File: src/rtl/lcd_stream_ctrl_if.sv
// Byte-stream input and HD44780 bus output of lcd_stream_ctrl.
// The master side is the byte source or bench; the slave side is the controller.
interface lcd_stream_ctrl_if;
  logic [7:0] DATA_I;
  logic       VALID_I;
  logic       READY_O;
  logic       OVF_O;
  logic       BUSY_O;
  logic       LCD_RW_O;
  logic       LCD_EN_O;
  logic       LCD_RS_O;
  logic [7:0] LCD_DATA_O;

  modport master (
    output DATA_I, VALID_I,
    input  READY_O, OVF_O, BUSY_O, LCD_RW_O, LCD_EN_O, LCD_RS_O, LCD_DATA_O
  );

  modport slave (
    input  DATA_I, VALID_I,
    output READY_O, OVF_O, BUSY_O, LCD_RW_O, LCD_EN_O, LCD_RS_O, LCD_DATA_O
  );
endinterface

File: src/rtl/lcd_stream_ctrl.sv
// Buffered character-LCD controller: byte FIFO, autonomous HD44780 init,
// cursor tracking with line wrap, CR/LF/FF handling and escaped raw commands.
module lcd_stream_ctrl #(
  parameter int unsigned CLK_HZ     = 27_000_000,
  parameter int unsigned FIFO_DEPTH = 16,
  parameter int unsigned LCD_COLS   = 16,
  parameter int unsigned LCD_ROWS   = 2,
  parameter logic [7:0]  ESC_CODE   = 8'h1B
) (
  input logic              CLK_I,
  input logic              RST_N_I,
  lcd_stream_ctrl_if.slave bus
);

  localparam int unsigned EN_CYC    = (CLK_HZ / 1_000_000 > 0) ? CLK_HZ / 1_000_000 : 1;
  localparam int unsigned SHORT_CYC = CLK_HZ / 25_000;
  localparam int unsigned LONG_CYC  = CLK_HZ / 625;
  localparam int unsigned PWR_CYC   = CLK_HZ / 50;
  localparam int unsigned CNT_W     = $clog2(PWR_CYC + 1);

  // Waits that hand over to INIT end one cycle early; INIT supplies the missing cycle.
  localparam logic [CNT_W-1:0] PWR_LAST    = CNT_W'(PWR_CYC - 2);
  localparam logic [CNT_W-1:0] EN_LAST     = CNT_W'(EN_CYC - 1);
  localparam logic [CNT_W-1:0] SHORT_LAST  = CNT_W'(SHORT_CYC - 1);
  localparam logic [CNT_W-1:0] SHORT_EARLY = CNT_W'(SHORT_CYC - 2);
  localparam logic [CNT_W-1:0] LONG_LAST   = CNT_W'(LONG_CYC - 1);
  localparam logic [CNT_W-1:0] LONG_EARLY  = CNT_W'(LONG_CYC - 2);

  localparam int unsigned AW       = $clog2(FIFO_DEPTH);
  localparam logic [AW:0] FULL_CNT = (AW + 1)'(FIFO_DEPTH);

  localparam int unsigned ROW_W = (LCD_ROWS > 1) ? $clog2(LCD_ROWS) : 1;
  localparam int unsigned COL_W = (LCD_COLS > 1) ? $clog2(LCD_COLS) : 1;
  localparam logic [ROW_W-1:0] ROW_LAST = ROW_W'(LCD_ROWS - 1);
  localparam logic [COL_W-1:0] COL_LAST = COL_W'(LCD_COLS - 1);

  localparam logic [7:0] FS_CMD = (LCD_ROWS > 1) ? 8'h38 : 8'h30;
  localparam logic [2:0] INIT_N = 3'd6;

  localparam logic [2:0] ST_PWR_WAIT  = 3'd0;
  localparam logic [2:0] ST_INIT      = 3'd1;
  localparam logic [2:0] ST_IDLE      = 3'd2;
  localparam logic [2:0] ST_FETCH     = 3'd3;
  localparam logic [2:0] ST_SETUP     = 3'd4;
  localparam logic [2:0] ST_EN_HIGH   = 3'd5;
  localparam logic [2:0] ST_HOLD_WAIT = 3'd6;
  localparam logic [2:0] ST_WRAP      = 3'd7;

  function automatic logic [7:0] set_addr(input logic [1:0] row);
    logic [6:0] base;
    case (row)
      2'd0:    base = 7'h00;
      2'd1:    base = 7'h40;
      2'd2:    base = 7'h14;
      default: base = 7'h54;
    endcase
    return {1'b1, base};
  endfunction

  function automatic logic [ROW_W-1:0] next_row(input logic [ROW_W-1:0] row);
    return (row == ROW_LAST) ? '0 : row + 1'b1;
  endfunction

  function automatic logic [7:0] init_cmd(input logic [2:0] idx);
    case (idx)
      3'd0, 3'd1, 3'd2: return FS_CMD;
      3'd3:             return 8'h0C;
      3'd4:             return 8'h01;
      default:          return 8'h06;
    endcase
  endfunction

  // FIFO
  logic [7:0]  r_mem [FIFO_DEPTH];
  logic [AW-1:0] r_wr_ptr;
  logic [AW-1:0] r_rd_ptr;
  logic [AW:0]   r_count;
  logic          r_ovf;

  // Sequencer and cursor
  logic [2:0]       r_state;
  logic [CNT_W-1:0] r_cnt;
  logic [2:0]       r_init_idx;
  logic [ROW_W-1:0] r_row;
  logic [COL_W-1:0] r_col;
  logic             r_esc;
  logic             r_wrap_pend;
  logic             r_long;
  logic             r_en;
  logic             r_rs;
  logic [7:0]       r_data;

  logic             w_pop;
  logic             w_push;
  logic [7:0]       w_rd_byte;
  logic             w_hold_last;
  logic             w_hold_early;
  logic [ROW_W-1:0] w_next_row;

  assign w_pop        = (r_state == ST_FETCH);
  assign w_push       = bus.VALID_I && ((r_count != FULL_CNT) || w_pop);
  assign w_rd_byte    = r_mem[r_rd_ptr];
  assign w_hold_last  = r_long ? (r_cnt == LONG_LAST)  : (r_cnt == SHORT_LAST);
  assign w_hold_early = r_long ? (r_cnt == LONG_EARLY) : (r_cnt == SHORT_EARLY);
  assign w_next_row   = next_row(r_row);

  // NOTE: sequential state uses non-blocking assignments so every register
  // samples pre-edge values regardless of statement order.
  always_ff @(posedge CLK_I or negedge RST_N_I) begin
    if (!RST_N_I) begin
      r_wr_ptr <= '0;
      r_rd_ptr <= '0;
      r_count  <= '0;
      r_ovf    <= 1'b0;
    end else begin
      if (w_push) r_wr_ptr <= r_wr_ptr + 1'b1;
      if (w_pop)  r_rd_ptr <= r_rd_ptr + 1'b1;
      if (w_push && !w_pop)      r_count <= r_count + 1'b1;
      else if (!w_push && w_pop) r_count <= r_count - 1'b1;
      if (bus.VALID_I && !w_push) r_ovf <= 1'b1;
    end
  end

  // NOTE: the storage array has no reset; pointers and count define what is valid.
  always_ff @(posedge CLK_I) begin
    if (w_push) r_mem[r_wr_ptr] <= bus.DATA_I;
  end

  always_ff @(posedge CLK_I or negedge RST_N_I) begin
    if (!RST_N_I) begin
      r_state     <= ST_PWR_WAIT;
      r_cnt       <= '0;
      r_init_idx  <= '0;
      r_row       <= '0;
      r_col       <= '0;
      r_esc       <= 1'b0;
      r_wrap_pend <= 1'b0;
      r_long      <= 1'b0;
      r_en        <= 1'b0;
      r_rs        <= 1'b0;
      r_data      <= 8'h00;
    end else begin
      case (r_state)
        ST_PWR_WAIT: begin
          if (r_cnt == PWR_LAST) begin
            r_cnt   <= '0;
            r_state <= ST_INIT;
          end else begin
            r_cnt <= r_cnt + 1'b1;
          end
        end

        ST_INIT: begin
          r_rs       <= 1'b0;
          r_data     <= init_cmd(r_init_idx);
          r_long     <= (r_init_idx == 3'd4);
          r_init_idx <= r_init_idx + 1'b1;
          r_state    <= ST_SETUP;
        end

        ST_IDLE: begin
          if (r_count != '0) r_state <= ST_FETCH;
        end

        ST_FETCH: begin
          r_state <= ST_SETUP;
          r_long  <= 1'b0;
          r_rs    <= 1'b0;
          if (r_esc) begin
            r_esc  <= 1'b0;
            r_data <= w_rd_byte;
            if (w_rd_byte == 8'h01 || w_rd_byte == 8'h02) begin
              r_long <= 1'b1;
              r_row  <= '0;
              r_col  <= '0;
            end
          end else if (w_rd_byte == ESC_CODE) begin
            r_esc   <= 1'b1;
            r_state <= ST_IDLE;
          end else begin
            case (w_rd_byte)
              8'h0D: begin
                r_data <= set_addr(2'(r_row));
                r_col  <= '0;
              end
              8'h0A: begin
                r_data <= set_addr(2'(w_next_row));
                r_row  <= w_next_row;
                r_col  <= '0;
              end
              8'h0C: begin
                r_data <= 8'h01;
                r_long <= 1'b1;
                r_row  <= '0;
                r_col  <= '0;
              end
              default: begin
                r_rs   <= 1'b1;
                r_data <= w_rd_byte;
                // Column stays on the last position until WRAP moves the cursor.
                if (r_col == COL_LAST) r_wrap_pend <= 1'b1;
                else                   r_col       <= r_col + 1'b1;
              end
            endcase
          end
        end

        ST_SETUP: begin
          r_cnt   <= '0;
          r_en    <= 1'b1;
          r_state <= ST_EN_HIGH;
        end

        ST_EN_HIGH: begin
          if (r_cnt == EN_LAST) begin
            r_cnt   <= '0;
            r_en    <= 1'b0;
            r_state <= ST_HOLD_WAIT;
          end else begin
            r_cnt <= r_cnt + 1'b1;
          end
        end

        ST_HOLD_WAIT: begin
          if (r_init_idx != INIT_N) begin
            if (w_hold_early) begin
              r_cnt   <= '0;
              r_state <= ST_INIT;
            end else begin
              r_cnt <= r_cnt + 1'b1;
            end
          end else if (w_hold_last) begin
            r_cnt   <= '0;
            r_state <= r_wrap_pend ? ST_WRAP : ST_IDLE;
          end else begin
            r_cnt <= r_cnt + 1'b1;
          end
        end

        ST_WRAP: begin
          r_wrap_pend <= 1'b0;
          r_row       <= w_next_row;
          r_col       <= '0;
          r_rs        <= 1'b0;
          r_long      <= 1'b0;
          r_data      <= set_addr(2'(w_next_row));
          r_state     <= ST_SETUP;
        end

        default: r_state <= ST_PWR_WAIT;
      endcase
    end
  end

  assign bus.READY_O    = (r_count != FULL_CNT);
  assign bus.OVF_O      = r_ovf;
  assign bus.BUSY_O     = (r_state != ST_IDLE) || (r_count != '0);
  assign bus.LCD_RW_O   = 1'b0;
  assign bus.LCD_EN_O   = r_en;
  assign bus.LCD_RS_O   = r_rs;
  assign bus.LCD_DATA_O = r_data;

endmodule

File: src/flat_wrapper.sv
// flat-port wrapper written by rule: the top's interface ports become plain ports
module lcd_stream_ctrl_flat 
#(
  parameter int unsigned CLK_HZ     = 27_000_000,
  parameter int unsigned FIFO_DEPTH = 16,
  parameter int unsigned LCD_COLS   = 16,
  parameter int unsigned LCD_ROWS   = 2,
  parameter logic [7:0]  ESC_CODE   = 8'h1B
)
  (CLK_I, RST_N_I, bus_DATA_I, bus_VALID_I, bus_READY_O, bus_OVF_O, bus_BUSY_O, bus_LCD_RW_O, bus_LCD_EN_O, bus_LCD_RS_O, bus_LCD_DATA_O);
  lcd_stream_ctrl_if bus_i ();
  input logic CLK_I;
  input logic RST_N_I;
  input wire logic [$bits(bus_i.DATA_I)-1:0] bus_DATA_I;
  input wire logic [$bits(bus_i.VALID_I)-1:0] bus_VALID_I;
  output wire logic [$bits(bus_i.READY_O)-1:0] bus_READY_O;
  output wire logic [$bits(bus_i.OVF_O)-1:0] bus_OVF_O;
  output wire logic [$bits(bus_i.BUSY_O)-1:0] bus_BUSY_O;
  output wire logic [$bits(bus_i.LCD_RW_O)-1:0] bus_LCD_RW_O;
  output wire logic [$bits(bus_i.LCD_EN_O)-1:0] bus_LCD_EN_O;
  output wire logic [$bits(bus_i.LCD_RS_O)-1:0] bus_LCD_RS_O;
  output wire logic [$bits(bus_i.LCD_DATA_O)-1:0] bus_LCD_DATA_O;
  assign bus_i.DATA_I = bus_DATA_I;
  assign bus_i.VALID_I = bus_VALID_I;
  assign bus_READY_O = bus_i.READY_O;
  assign bus_OVF_O = bus_i.OVF_O;
  assign bus_BUSY_O = bus_i.BUSY_O;
  assign bus_LCD_RW_O = bus_i.LCD_RW_O;
  assign bus_LCD_EN_O = bus_i.LCD_EN_O;
  assign bus_LCD_RS_O = bus_i.LCD_RS_O;
  assign bus_LCD_DATA_O = bus_i.LCD_DATA_O;
  lcd_stream_ctrl #(.CLK_HZ(CLK_HZ), .FIFO_DEPTH(FIFO_DEPTH), .LCD_COLS(LCD_COLS), .LCD_ROWS(LCD_ROWS), .ESC_CODE(ESC_CODE)) u_core (.CLK_I(CLK_I), .RST_N_I(RST_N_I), .bus(bus_i));
endmodule
File: config.mk
export PLATFORM = sky130hd
export DESIGN_NAME = lcd_stream_ctrl_flat
export DESIGN_NICKNAME = d
export VERILOG_FILES = /design/src/rtl/lcd_stream_ctrl_if.sv /design/src/rtl/lcd_stream_ctrl.sv /design/src/flat_wrapper.sv
export SDC_FILE = /design/constraint.sdc
export NUM_CORES = 1
export LEC_CHECK = 0
export ABC_AREA = 0
export BUFFER_PORTS_ARGS = -buffer_cell sky130_fd_sc_hd__buf_2
export CAP_MARGIN = 20
export CORE_MARGIN = 2
export CORE_UTILIZATION = 35
export DETAILED_ROUTE_END_ITERATION = 8
export PLACE_DENSITY = 0.56
export SLEW_MARGIN = 20
export SYNTH_ARGS = -nofsm -noshare
export SYNTH_HDL_FRONTEND = slang
export SYNTH_SLANG_ARGS = --single-unit
File: constraint.sdc
create_clock -name CLK_I -period 4 [get_ports CLK_I]
set_clock_uncertainty 0.15 [all_clocks]
set_input_delay 0.4 -clock CLK_I [delete_from_list [all_inputs] [get_ports CLK_I]]
set_output_delay 0.4 -clock CLK_I [all_outputs]
set_load 0.005 [all_outputs]
==> metrics.txt, run 1 <==
status finished clean; number of hold-slack violations in the final timing report 0; post-DR vias/cell 5.23; R2R Setup Slk 0.56 ns; placeable core region 24,200 sq um; Final HPWL DP 13,000 microns; DRC violation count after routing 0; top achievable clock speed 0.291 GHz; startpoint of the most critical hold path bus_VALID_I; maximum ir drop on the vdd rail 0.000277 V; die area 25,700 sq um; slew at the pin closest to its max-slew limit 0.858 ns; starting density of the core 0.354; global-route wire length before repair 30,200 microns; net count of the mapped netlist 637; insertion delay to the later sink of the worst-skew pair 0.44 ns; FF+latch area 5300 sq um; total of warnings raised by yosys 0; aggregate routed wire length 19,100 microns; destination of the worst register-to-register timing path u_core.r_col[2]$_DFFE_PN0P_; clock tree from TritonCTS yes; most frequent standard cell in the layout excluding fill and tap cells sky130_fd_sc_hd__edfxtp_1; top_reg_cell synth sky130_fd_sc_hd__edfxtp_1; commonest non-fill, non-tap cells in the layout sky130_fd_sc_hd__edfxtp_1 (128), sky130_fd_sc_hd__dfrtp_1 (57), sky130_fd_sc_hd__nor2_1 (45); hold path endpoint u_core.bus.OVF_O$_DFFE_PN0P_; complex-gate fraction of the synthesized area 0.0721; worst-case setup slack after placement 0.560 ns; DP Cell Count 951; maximum cell stage delay along the critical path 0.58 ns; average size of a mapped cell 14.1 sq um; Inserted Clock Buffers 17; arrival time of data at the critical path endpoint 3.61 ns; clock transition at the register clock pins on the worst setup and hold paths after CTS 0.08 ns; required time at the endpoint of the critical path 4.17 ns; Synth async-reset ratio 0.312; Root Buffer sky130_fd_sc_hd__clkbuf_16; number of enable-type register cells in the synthesized netlist 128; pin count of the biggest net entering global routing 35; Gates resized, CTS repair 0; ANT nets after route 0; via count of the first global-routing pass 5,365; clock sink total 186; Power Dens Cells 472 nW/um^2; fin cells 984; unrepaired setup endpoints after global routing no; Worst Hold Path Cells 2; violation count after the first detailed-routing iteration 467; biggest area consumer among synthesized cells sky130_fd_sc_hd__edfxtp_1; fill cell total of the finished layout 2,198; area share of fa/ha/maj cells after synthesis 0.0272; setup slack of the critical path after layout 0.559 ns; number of vias after detailed routing 5,145; Layout Area Growth over Synthesis 13.9%; netlist area before placement 8550 sq um; Synth Area in XOR/XNOR 0.0348; maximum clock path buffer count 2; chip width 160 microns; fraction of final layout cells sized beyond drive strength 1 0.182; grt ovf 0; wire per inst 19.4 microns; proportion of netlist area held by the largest area contributor 0.450; #FFs+latches synth 186; CP max-delay cell sky130_fd_sc_hd__dfrtp_2; beginning of the worst register-to-register path u_core.r_rd_ptr[0]$_DFFE_PN0P_; number of detailed-routing iterations run before antenna repair 5; Cell variety after synth 73; Pins Over Slew Limit 0; Synth Area in Simple Gates 0.109; count of endpoints failing setup in the final report 0; cells along the critical path buf_4, mux4_2, a22oi_2, and3_4, nand4b_4, or4_4, o221a_4, a211o_1, a221o_1; logic depth of the worst register-to-register path 9; gate count of the mapped netlist 608; I/O Pins 25; total global-route track usage 0.155; class of the tightest hold or removal check in2reg; footprint of the multi-input gates 2980 sq um; antenna violations before repair 0; headroom to the max-slew limit 0.428; Total Neg Setup Slack 0 ns; start-to-end type of the worst setup path reg2reg; most area-consuming cells after synthesis sky130_fd_sc_hd__edfxtp_1 (45%), sky130_fd_sc_hd__dfrtp_1 (17%), sky130_fd_sc_hd__mux4_2 (6.3%); final critical-path share of the clock period 0.860; crit path time final 3.44 ns; number of levels the H-tree was split into 4; gpl congestion 0.819; type of element capturing the critical path flip-flop; proportion of synthesized area in mux cells 0.105; standby leakage power 0.00356 uW; element type at the critical path start flip-flop; part of the Yosys area used for sequential elements 0.619; Core Rows 57; CP max FO 10; antenna diode count 0; number of port buffers 23; Final Net Count 676; Max-cap violations 0; die height 160 microns; largest family of logic cells by synthesized area simple AND/OR/NAND/NOR gates
[report_power, final]
group	internal, uW	switching, uW	leakage, uW
clock	860	873	0.000298
sequential	2240	86.5	0.00193
combinational	200	331	0.00134
total	3300	1290	0.00356
[worst max-delay path, delay by kind of cell (launching register included)]
kind                   cells  cell delay (ns)
DFF                        1             0.58
muxes                      1             0.51
AOI/OAI and AO/OA          4             1.02
buffers and inverters      1             0.23
and+or+nand+nor            3             0.82
[cells by family (layout without fill, tap and decap cells)]
family                   Yosys count  count (layout)
XOR/XNOR                          34              34
other                              1               1
buffers and inverters             58             110
AO/OA/AOI/OAI                     81              81
adder cells (fa/ha/maj)           18              18
multiplexers                      53              53
AND/OR/NAND/NOR                  177             177
flip-flops                       186             186
[cell type report]
cell class / count / share of cell area
multi-input combinational: 364 / 0.306
sequential: 186 / 0.544
tap: 324 / 0.0416
timing repair buffer: 46 / 0.0336
inverter: 32 / 0.0123
clock buffer: 17 / 0.0437
clock inverter: 15 / 0.0194
[per-layer routing]
layer  global-route usage  vias to the layer above  part of all wire  routed length (microns)
li1                     -                     2368                 -                        -
met1                0.200                     2631              0.44                     8370
met2                0.261                      121              0.51                     9690
met3               0.0318                       25             0.037                      712
met4               0.0561                        0             0.017                      329
met5                    0                        -                 0                        0
[sequential cells by signal, summed over array words and instances (netlist names), 4 cells and up]
name and cells:
u_core.r_mem 128, u_core.r_count 5, u_core.r_cnt 20, u_core.bus.LCD_DATA_O 8, u_core.r_rd_ptr 4, u_core.r_wr_ptr 4
u_core.r_col 4
[what timing repair did]
item                                   in CTS  in global routing
setup endpoints to repair                   0                  0
buffers inserted                            0                  0
endpoints found under the hold margin      33                  0
hold buffers                                1                  0
[cells in the mapped netlist, drive strengths merged (6+ instances only)]
cell type and count:
edfxtp 128, dfrtp 58, nor2 45, nand2 41, inv 30, mux4 28, mux2i 22, xor2 18
ha 17, a21oi 16, nand3 16, nor3 16, xnor2 16, o21ai 15, clkbuf 14, and2 12
buf 12, nand4 10, and3 8, a22oi 6, nor4 6
[worst max path at each step]
stage	startpoint	to	slack (ns)	depth (start not counted)
3_5_place_dp	u_core.r_rd_ptr[0]$_DFFE_PN0P_	u_core.r_col[3]$_DFFE_PN0P_	0.56	9
3_3_place_gp	u_core.r_rd_ptr[0]$_DFFE_PN0P_	u_core.r_col[2]$_DFFE_PN0P_	0.62	8
5_1_grt	u_core.r_rd_ptr[0]$_DFFE_PN0P_	u_core.r_col[3]$_DFFE_PN0P_	0.25	9
6_report	u_core.r_rd_ptr[0]$_DFFE_PN0P_	u_core.r_col[2]$_DFFE_PN0P_	0.56	9
4_1_cts	u_core.r_rd_ptr[0]$_DFFE_PN0P_	u_core.r_col[3]$_DFFE_PN0P_	0.54	9
2_1_floorplan	u_core.r_rd_ptr[0]$_DFFE_PN0P_	u_core.r_col[2]$_DFFE_PN0P_	0.86	9
[metrics by stage]
step	util	instance area, sq um	hold slack [ns]	power [uW]
floorplan	-	8550	-0.0456	2690
global placement	0.377	9120	0.304	2880
detailed placement	0.377	9120	0.309	2910
CTS	0.403	9740	0.0763	4630
global route	0.403	9740	0.0920	4790
finish	0.403	9740	0.0927	4590
(Power assumes the default switching activity.)
==> run 2: changes to the inputs <==
--- a/config.mk
+++ b/config.mk
@@ -5,7 +5,7 @@
 export SDC_FILE = /design/constraint.sdc
 export NUM_CORES = 1
 export LEC_CHECK = 0
-export ABC_AREA = 0
+export ABC_AREA = 1
 export BUFFER_PORTS_ARGS = -buffer_cell sky130_fd_sc_hd__buf_2
 export CAP_MARGIN = 20
 export CORE_MARGIN = 2
==> metrics.txt, run 2 <==
violation count after the first detailed-routing iteration 521; antenna diode count 0; total of warnings raised by yosys 0; part of the Yosys area used for sequential elements 0.578; final core area utilization 0.391; crit path time final 3.23 ns; Final HPWL DP 14,000 microns; CP max-delay cell sky130_fd_sc_hd__nor4_1; top achievable clock speed 0.309 GHz; gate count of the mapped netlist 990; Pins Over Slew Limit 0; ANT nets after route 0; global-route wire length before repair 34,400 microns; chip width 166 microns; start-to-end type of the worst setup path reg2reg; Root Buffer sky130_fd_sc_hd__clkbuf_16; fraction of final layout cells sized beyond drive strength 1 0.105; die height 166 microns; switching share of power 0.274; netlist area before placement 9170 sq um; share of power burned in the clock network 0.382; total global-route track usage 0.157; post-DR vias/cell 4.80; maximum clock path buffer count 2; Power Dens Cells 447 nW/um^2; net switching power of the design 1240 uW; headroom to the max-slew limit 0.432; pin count of the biggest net entering global routing 62; Max-cap violations 0; Gates resized, CTS repair 0; max reg flops 128; Placed Area 9530 sq um; die area 27,500 sq um; net count of the mapped netlist 1,019; maximum cell stage delay along the critical path 0.50 ns; number of vias after detailed routing 6,523; status finished clean; Inserted Clock Buffers 17; aggregate routed wire length 21,100 microns; antenna violations before repair 0; grt ovf 0; sequential share of power 0.511; Core Rows 59; number of detailed-routing iterations run before antenna repair 5; final critical-path share of the clock period 0.808; register with the highest flop count u_core.r_mem; starting density of the core 0.354; required time at the endpoint of the critical path 4.18 ns; Final Net Count 1,040; average size of a mapped cell 9.26 sq um; cell area after layout 10,100 sq um; count of endpoints failing setup in the final report 0; number of levels the H-tree was split into 4; clock sink total 186; Synth async-reset ratio 0.312; clock transition at the register clock pins on the worst setup and hold paths after CTS 0.09 ns; FF+latch area 5300 sq um; fill cell total of the finished layout 2,521; number of hold-slack violations in the final timing report 0; Total Neg Setup Slack 0 ns; number of enable-type register cells in the synthesized netlist 128; class of the tightest hold or removal check in2reg; cells along the critical path nor4_1, nand2_1, o21ai_0, clkinv_1, ha_1, inv_1, ha_1, nand2_1, nor2_1, a211oi_1, nand2_1, nand2_1, nor2_1, xor2_1; maximum ir drop on the vdd rail 0.000293 V; standby leakage power 0.00438 uW; via count of the first global-routing pass 6,369; clock tree from TritonCTS yes; gpl congestion 0.848; slew at the pin closest to its max-slew limit 0.850 ns; Layout Area Growth over Synthesis 10.6%; I/O Pins 25; DRC violation count after routing 0; Critical Path Most Common Cell sky130_fd_sc_hd__nand2_1; wire per inst 15.5 microns; #FFs+latches synth 186; biggest area consumer among synthesized cells sky130_fd_sc_hd__edfxtp_1; proportion of netlist area held by the largest area contributor 0.419; type of element capturing the critical path flip-flop; WP buf/inv 2; placeable core region 25,900 sq um; most area-consuming cells after synthesis sky130_fd_sc_hd__edfxtp_1 (42%), sky130_fd_sc_hd__dfrtp_1 (16%), sky130_fd_sc_hd__nand2_1 (11%); commonest non-fill, non-tap cells in the layout sky130_fd_sc_hd__nand2_1 (270), sky130_fd_sc_hd__edfxtp_1 (128), sky130_fd_sc_hd__inv_1 (120); arrival time of data at the critical path endpoint 3.41 ns; portion of total power attributed to combinational logic 0.106; insertion delay to the later sink of the worst-skew pair 0.43 ns; internal portion of total power 3290 uW; number of port buffers 23; most numerous cell types in the synthesized netlist sky130_fd_sc_hd__nand2_1 (270), sky130_fd_sc_hd__edfxtp_1 (128), sky130_fd_sc_hd__inv_1 (120); top-count cell post-synth sky130_fd_sc_hd__nand2_1; top_reg_cell synth sky130_fd_sc_hd__edfxtp_1; Cell variety after synth 45; footprint of the multi-input gates 3120 sq um; most frequent standard cell in the layout excluding fill and tap cells sky130_fd_sc_hd__nand2_1; CP max FO 8; unrepaired setup endpoints after global routing no; element type at the critical path start flip-flop; critical path's top delay family simple AND/OR/NAND/NOR gates
run 2: cell types whose count changed in the layout (fill, tap and decap cells not counted), moves of 6 or more:
cell	change
sky130_fd_sc_hd__nand2_1	+230
sky130_fd_sc_hd__inv_1	+90
sky130_fd_sc_hd__nand3_1	+81
sky130_fd_sc_hd__nor2_1	+56
sky130_fd_sc_hd__mux4_2	-24
sky130_fd_sc_hd__mux2i_1	-21
sky130_fd_sc_hd__inv_2	+14
sky130_fd_sc_hd__xnor2_1	-14
sky130_fd_sc_hd__and2_1	-12
sky130_fd_sc_hd__nand2_2	+12
sky130_fd_sc_hd__buf_4	-11
sky130_fd_sc_hd__o21ai_0	+10
sky130_fd_sc_hd__o21ai_1	+7
sky130_fd_sc_hd__and3_1	-6
run 2: power groups by stage:
stage	registers, uW	logic (uW)	clock network, uW
after detailed placement	2360	492	0
after global routing	2340	558	1850
after global placement	2360	487	0
final	2320	483	1740
after floorplan	2340	333	0
after CTS	2320	496	1770
run 2: final cells by class:
type,count,share of cell area
multi-input combinational,637,0.307
inverter,137,0.0512
clock inverter,14,0.0173
sequential,186,0.522
clock buffer,18,0.0423
timing repair buffer,32,0.0183
tap,335,0.0413
run 2: timing repair:
action	CTS	global route
endpoints found under the hold margin	25	0
hold buffers	1	0
setup buffers	0	0
run 2: worst paths after layout:
kind                                               startpoint                              to  slack, ns  depth (start not counted)
worst max-delay path            u_core.r_count[1]$_DFFE_PN0P_   u_core.r_count[4]$_DFFE_PN0P_       0.77                         14
worst min-delay path                              bus_VALID_I    u_core.bus.OVF_O$_DFFE_PN0P_       0.10                          2
max in group asynchronous                             RST_N_I  u_core.r_wr_ptr[3]$_DFFE_PN0P_       2.45                          3
worst max register to register  u_core.r_count[1]$_DFFE_PN0P_   u_core.r_count[4]$_DFFE_PN0P_       0.77                         14
min in group asynchronous                             RST_N_I    u_core.r_cnt[13]$_DFFE_PN0P_       0.38                          2
worst min register to register   u_core.bus.OVF_O$_DFFE_PN0P_    u_core.bus.OVF_O$_DFFE_PN0P_       0.33                          1
run 2: worst reg2reg max path, stage by stage (launching register included):
cell and delay (ns):
sky130_fd_sc_hd__dfrtp_1 0.42, sky130_fd_sc_hd__nor4_1 0.50, sky130_fd_sc_hd__nand2_1 0.11, sky130_fd_sc_hd__o21ai_0 0.30
sky130_fd_sc_hd__clkinv_1 0.27, sky130_fd_sc_hd__ha_1 0.32, sky130_fd_sc_hd__inv_1 0.12, sky130_fd_sc_hd__ha_1 0.27
sky130_fd_sc_hd__nand2_1 0.08, sky130_fd_sc_hd__nor2_1 0.04, sky130_fd_sc_hd__a211oi_1 0.23, sky130_fd_sc_hd__nand2_1 0.08
sky130_fd_sc_hd__nand2_1 0.07, sky130_fd_sc_hd__nor2_1 0.04, sky130_fd_sc_hd__xor2_1 0.13
run 2: metal layers:
| metal | GRT usage | vias to the layer above | routed length (microns) |
|---|---|---|---|
| met5 | 0 | - | 0 |
| met4 | 0.0401 | 0 | 220 |
| met3 | 0.0248 | 14 | 698 |
| met2 | 0.258 | 117 | 10000 |
| met1 | 0.216 | 3116 | 10200 |
| li1 | - | 3276 | - |
run 2: kinds of logic (layout without fill, tap and decap cells):
logic type | count (synthesis) | after routing | synth area share
other | 1 | 1 | 0.000409
AOI/OAI and AO/OA | 61 | 61 | 0.0394
xor gates and xnor gates | 18 | 18 | 0.0172
DFF | 186 | 186 | 0.578
adders and majority gates | 18 | 18 | 0.0254
and+or+nand+nor | 538 | 538 | 0.256
muxes | 1 | 1 | 0.00109
buffers and inverters | 167 | 201 | 0.0827
run 2: through the flow:
step | std cells | hold slack [ns] | power [uW] | worst slack, ns
after detailed placement | 1326 | 0.305 | 2850 | 0.736
after global routing | 1359 | 0.0940 | 4750 | 0.395
after floorplan | 990 | -0.0456 | 2680 | 1.08
after global placement | 1326 | 0.300 | 2840 | 0.834
after CTS | 1359 | 0.0946 | 4580 | 0.705
final | 1359 | 0.100 | 4540 | 0.767
==> run 3: changes to the inputs <==
==> constraint.sdc (replaced) <==
create_clock -name CLK_I -period 3.35 [get_ports CLK_I]
set_clock_uncertainty 0.15 [all_clocks]
set_input_delay 0.335 -clock CLK_I [delete_from_list [all_inputs] [get_ports CLK_I]]
set_output_delay 0.335 -clock CLK_I [all_outputs]
set_load 0.005 [all_outputs]
==> metrics.txt, run 3 (synthesis results as in run 2) <==
pin count of the biggest net entering global routing 64; final critical-path share of the clock period 0.908; Layout Area Growth over Synthesis 11.0%; starting density of the core 0.354; violation count after the first detailed-routing iteration 458; slew at the pin closest to its max-slew limit 0.893 ns; fill cell total of the finished layout 2,536; clock transition at the register clock pins on the worst setup and hold paths after CTS 0.08 ns; number of hold-slack violations in the final timing report 0; Pins Over Slew Limit 0; number of port buffers 23; Placed Area 9550 sq um; grt ovf 0; Inserted Clock Buffers 17; unrepaired setup endpoints after global routing no; die height 166 microns; top achievable clock speed 0.329 GHz; Power Dens Cells 538 nW/um^2; Final Net Count 1,041; global-route wire length before repair 34,700 microns; element type at the critical path start flip-flop; footprint of the multi-input gates 3120 sq um; post-CTS setup buffers 0; cell area after layout 10,200 sq um; die area 27,500 sq um; aggregate routed wire length 21,200 microns; antenna violations before repair 0; wire per inst 15.6 microns; crit path time final 3.04 ns; clock tree from TritonCTS yes; CP max FO 8; DRC violation count after routing 0; Max-cap violations 0; maximum ir drop on the vdd rail 0.000381 V; arrival time of data at the critical path endpoint 3.23 ns; required time at the endpoint of the critical path 3.54 ns; via count of the first global-routing pass 6,461; post-DR vias/cell 4.84; register with the highest flop count u_core.r_mem; Total Neg Setup Slack 0 ns; startpoint of the most critical hold path bus_VALID_I; chip width 166 microns; clock sink total 186; Final HPWL DP 14,100 microns; beginning of the worst register-to-register path u_core.r_count[1]$_DFFE_PN0P_; hold path endpoint u_core.bus.OVF_O$_DFFE_PN0P_; Root Buffer sky130_fd_sc_hd__clkbuf_16; max reg flops 128; placeable core region 25,900 sq um; total global-route track usage 0.158; Worst Hold Path Cells 2; number of vias after detailed routing 6,582; setup slack of the critical path after layout 0.308 ns; destination of the worst register-to-register timing path u_core.r_count[4]$_DFFE_PN0P_; R2R Setup Slk 0.31 ns; number of detailed-routing iterations run before antenna repair 5; insertion delay to the later sink of the worst-skew pair 0.45 ns; standby leakage power 0.00439 uW; gpl congestion 0.878; number of levels the H-tree was split into 4; worst-case setup slack after placement 0.235 ns; maximum clock path buffer count 2; Core Rows 59; headroom to the max-slew limit 0.403; FF+latch area 5300 sq um; total power of the final layout 5470 uW; I/O Pins 25; antenna diode count 0; count of endpoints failing setup in the final report 0; final core area utilization 0.393; commonest non-fill, non-tap cells in the layout sky130_fd_sc_hd__nand2_1 (270), sky130_fd_sc_hd__edfxtp_1 (128), sky130_fd_sc_hd__inv_1 (120); logic depth of the worst register-to-register path 14; class of the tightest hold or removal check in2reg; status finished clean; start-to-end type of the worst setup path reg2reg; most frequent standard cell in the layout excluding fill and tap cells sky130_fd_sc_hd__nand2_1; type of element capturing the critical path flip-flop; fraction of final layout cells sized beyond drive strength 1 0.106; ANT nets after route 0
[run 3: metal layers]
layer | up-vias | track usage | routed length, microns
met2 | 175 | 0.260 | 10100
li1 | 3271 | - | -
met5 | - | 0 | 0
met4 | 0 | 0.0556 | 374
met3 | 20 | 0.0241 | 853
met1 | 3116 | 0.215 | 9840
[run 3: layout make-up]
type                            instances  area share
Timing Repair Buffer                   33      0.0202
Sequential cell                       186       0.520
Tap cell                              335      0.0412
Inverter                              137      0.0510
Multi-Input combinational cell        637       0.307
Clock buffer                           18      0.0422
Clock inverter                         14      0.0186
[run 3: through the flow]
step,instances,hold slack [ns]
2_1_floorplan,990,-0.111
3_3_place_gp,1327,0.298
3_5_place_dp,1327,0.303
4_1_cts,1360,0.0102
5_1_grt,1360,0.0213
6_report,1360,0.0119
[run 3: what timing repair did]
item                                    4_1_cts  5_1_grt
resized for setup                             0        1
hold buffers                                  1        0
endpoints found under the setup margin        0        1
endpoints found under the hold margin        31        0
[run 3: worst max-delay path, stage by stage, from the launching register on]
cell and delay, ns:
sky130_fd_sc_hd__dfrtp_1 0.42, sky130_fd_sc_hd__nor4_2 0.34, sky130_fd_sc_hd__nand2_1 0.11, sky130_fd_sc_hd__o21ai_0 0.28
sky130_fd_sc_hd__clkinv_1 0.26, sky130_fd_sc_hd__ha_1 0.31, sky130_fd_sc_hd__inv_1 0.12, sky130_fd_sc_hd__ha_1 0.28
sky130_fd_sc_hd__nand2_1 0.08, sky130_fd_sc_hd__nor2_1 0.04, sky130_fd_sc_hd__a211oi_1 0.22, sky130_fd_sc_hd__nand2_1 0.08
sky130_fd_sc_hd__nand2_1 0.06, sky130_fd_sc_hd__nor2_1 0.04, sky130_fd_sc_hd__xor2_1 0.13
[run 3: power by group]
| group | total (uW) | switching [uW] | internal [uW] |
|---|---|---|---|
| clock network | 2110 | 973 | 1140 |
| registers | 2770 | 87.2 | 2680 |
| logic | 592 | 413 | 179 |
[run 3: how the worst max path moves through the flow]
| stage | start | end | slack (ns) | cells after the start |
|---|---|---|---|---|
| floorplan | u_core.r_count[1]$_DFFE_PN0P_ | u_core.r_count[4]$_DFFE_PN0P_ | 0.43 | 14 |
| global placement | u_core.r_count[1]$_DFFE_PN0P_ | u_core.r_count[4]$_DFFE_PN0P_ | 0.27 | 14 |
| detailed placement | u_core.r_count[1]$_DFFE_PN0P_ | u_core.r_count[4]$_DFFE_PN0P_ | 0.23 | 14 |
| CTS | u_core.r_count[1]$_DFFE_PN0P_ | u_core.r_count[4]$_DFFE_PN0P_ | 0.21 | 14 |
| global route | u_core.r_count[1]$_DFFE_PN0P_ | u_core.r_count[4]$_DFFE_PN0P_ | 0.004 | 13 |
| finish | u_core.r_count[1]$_DFFE_PN0P_ | u_core.r_count[4]$_DFFE_PN0P_ | 0.31 | 14 |
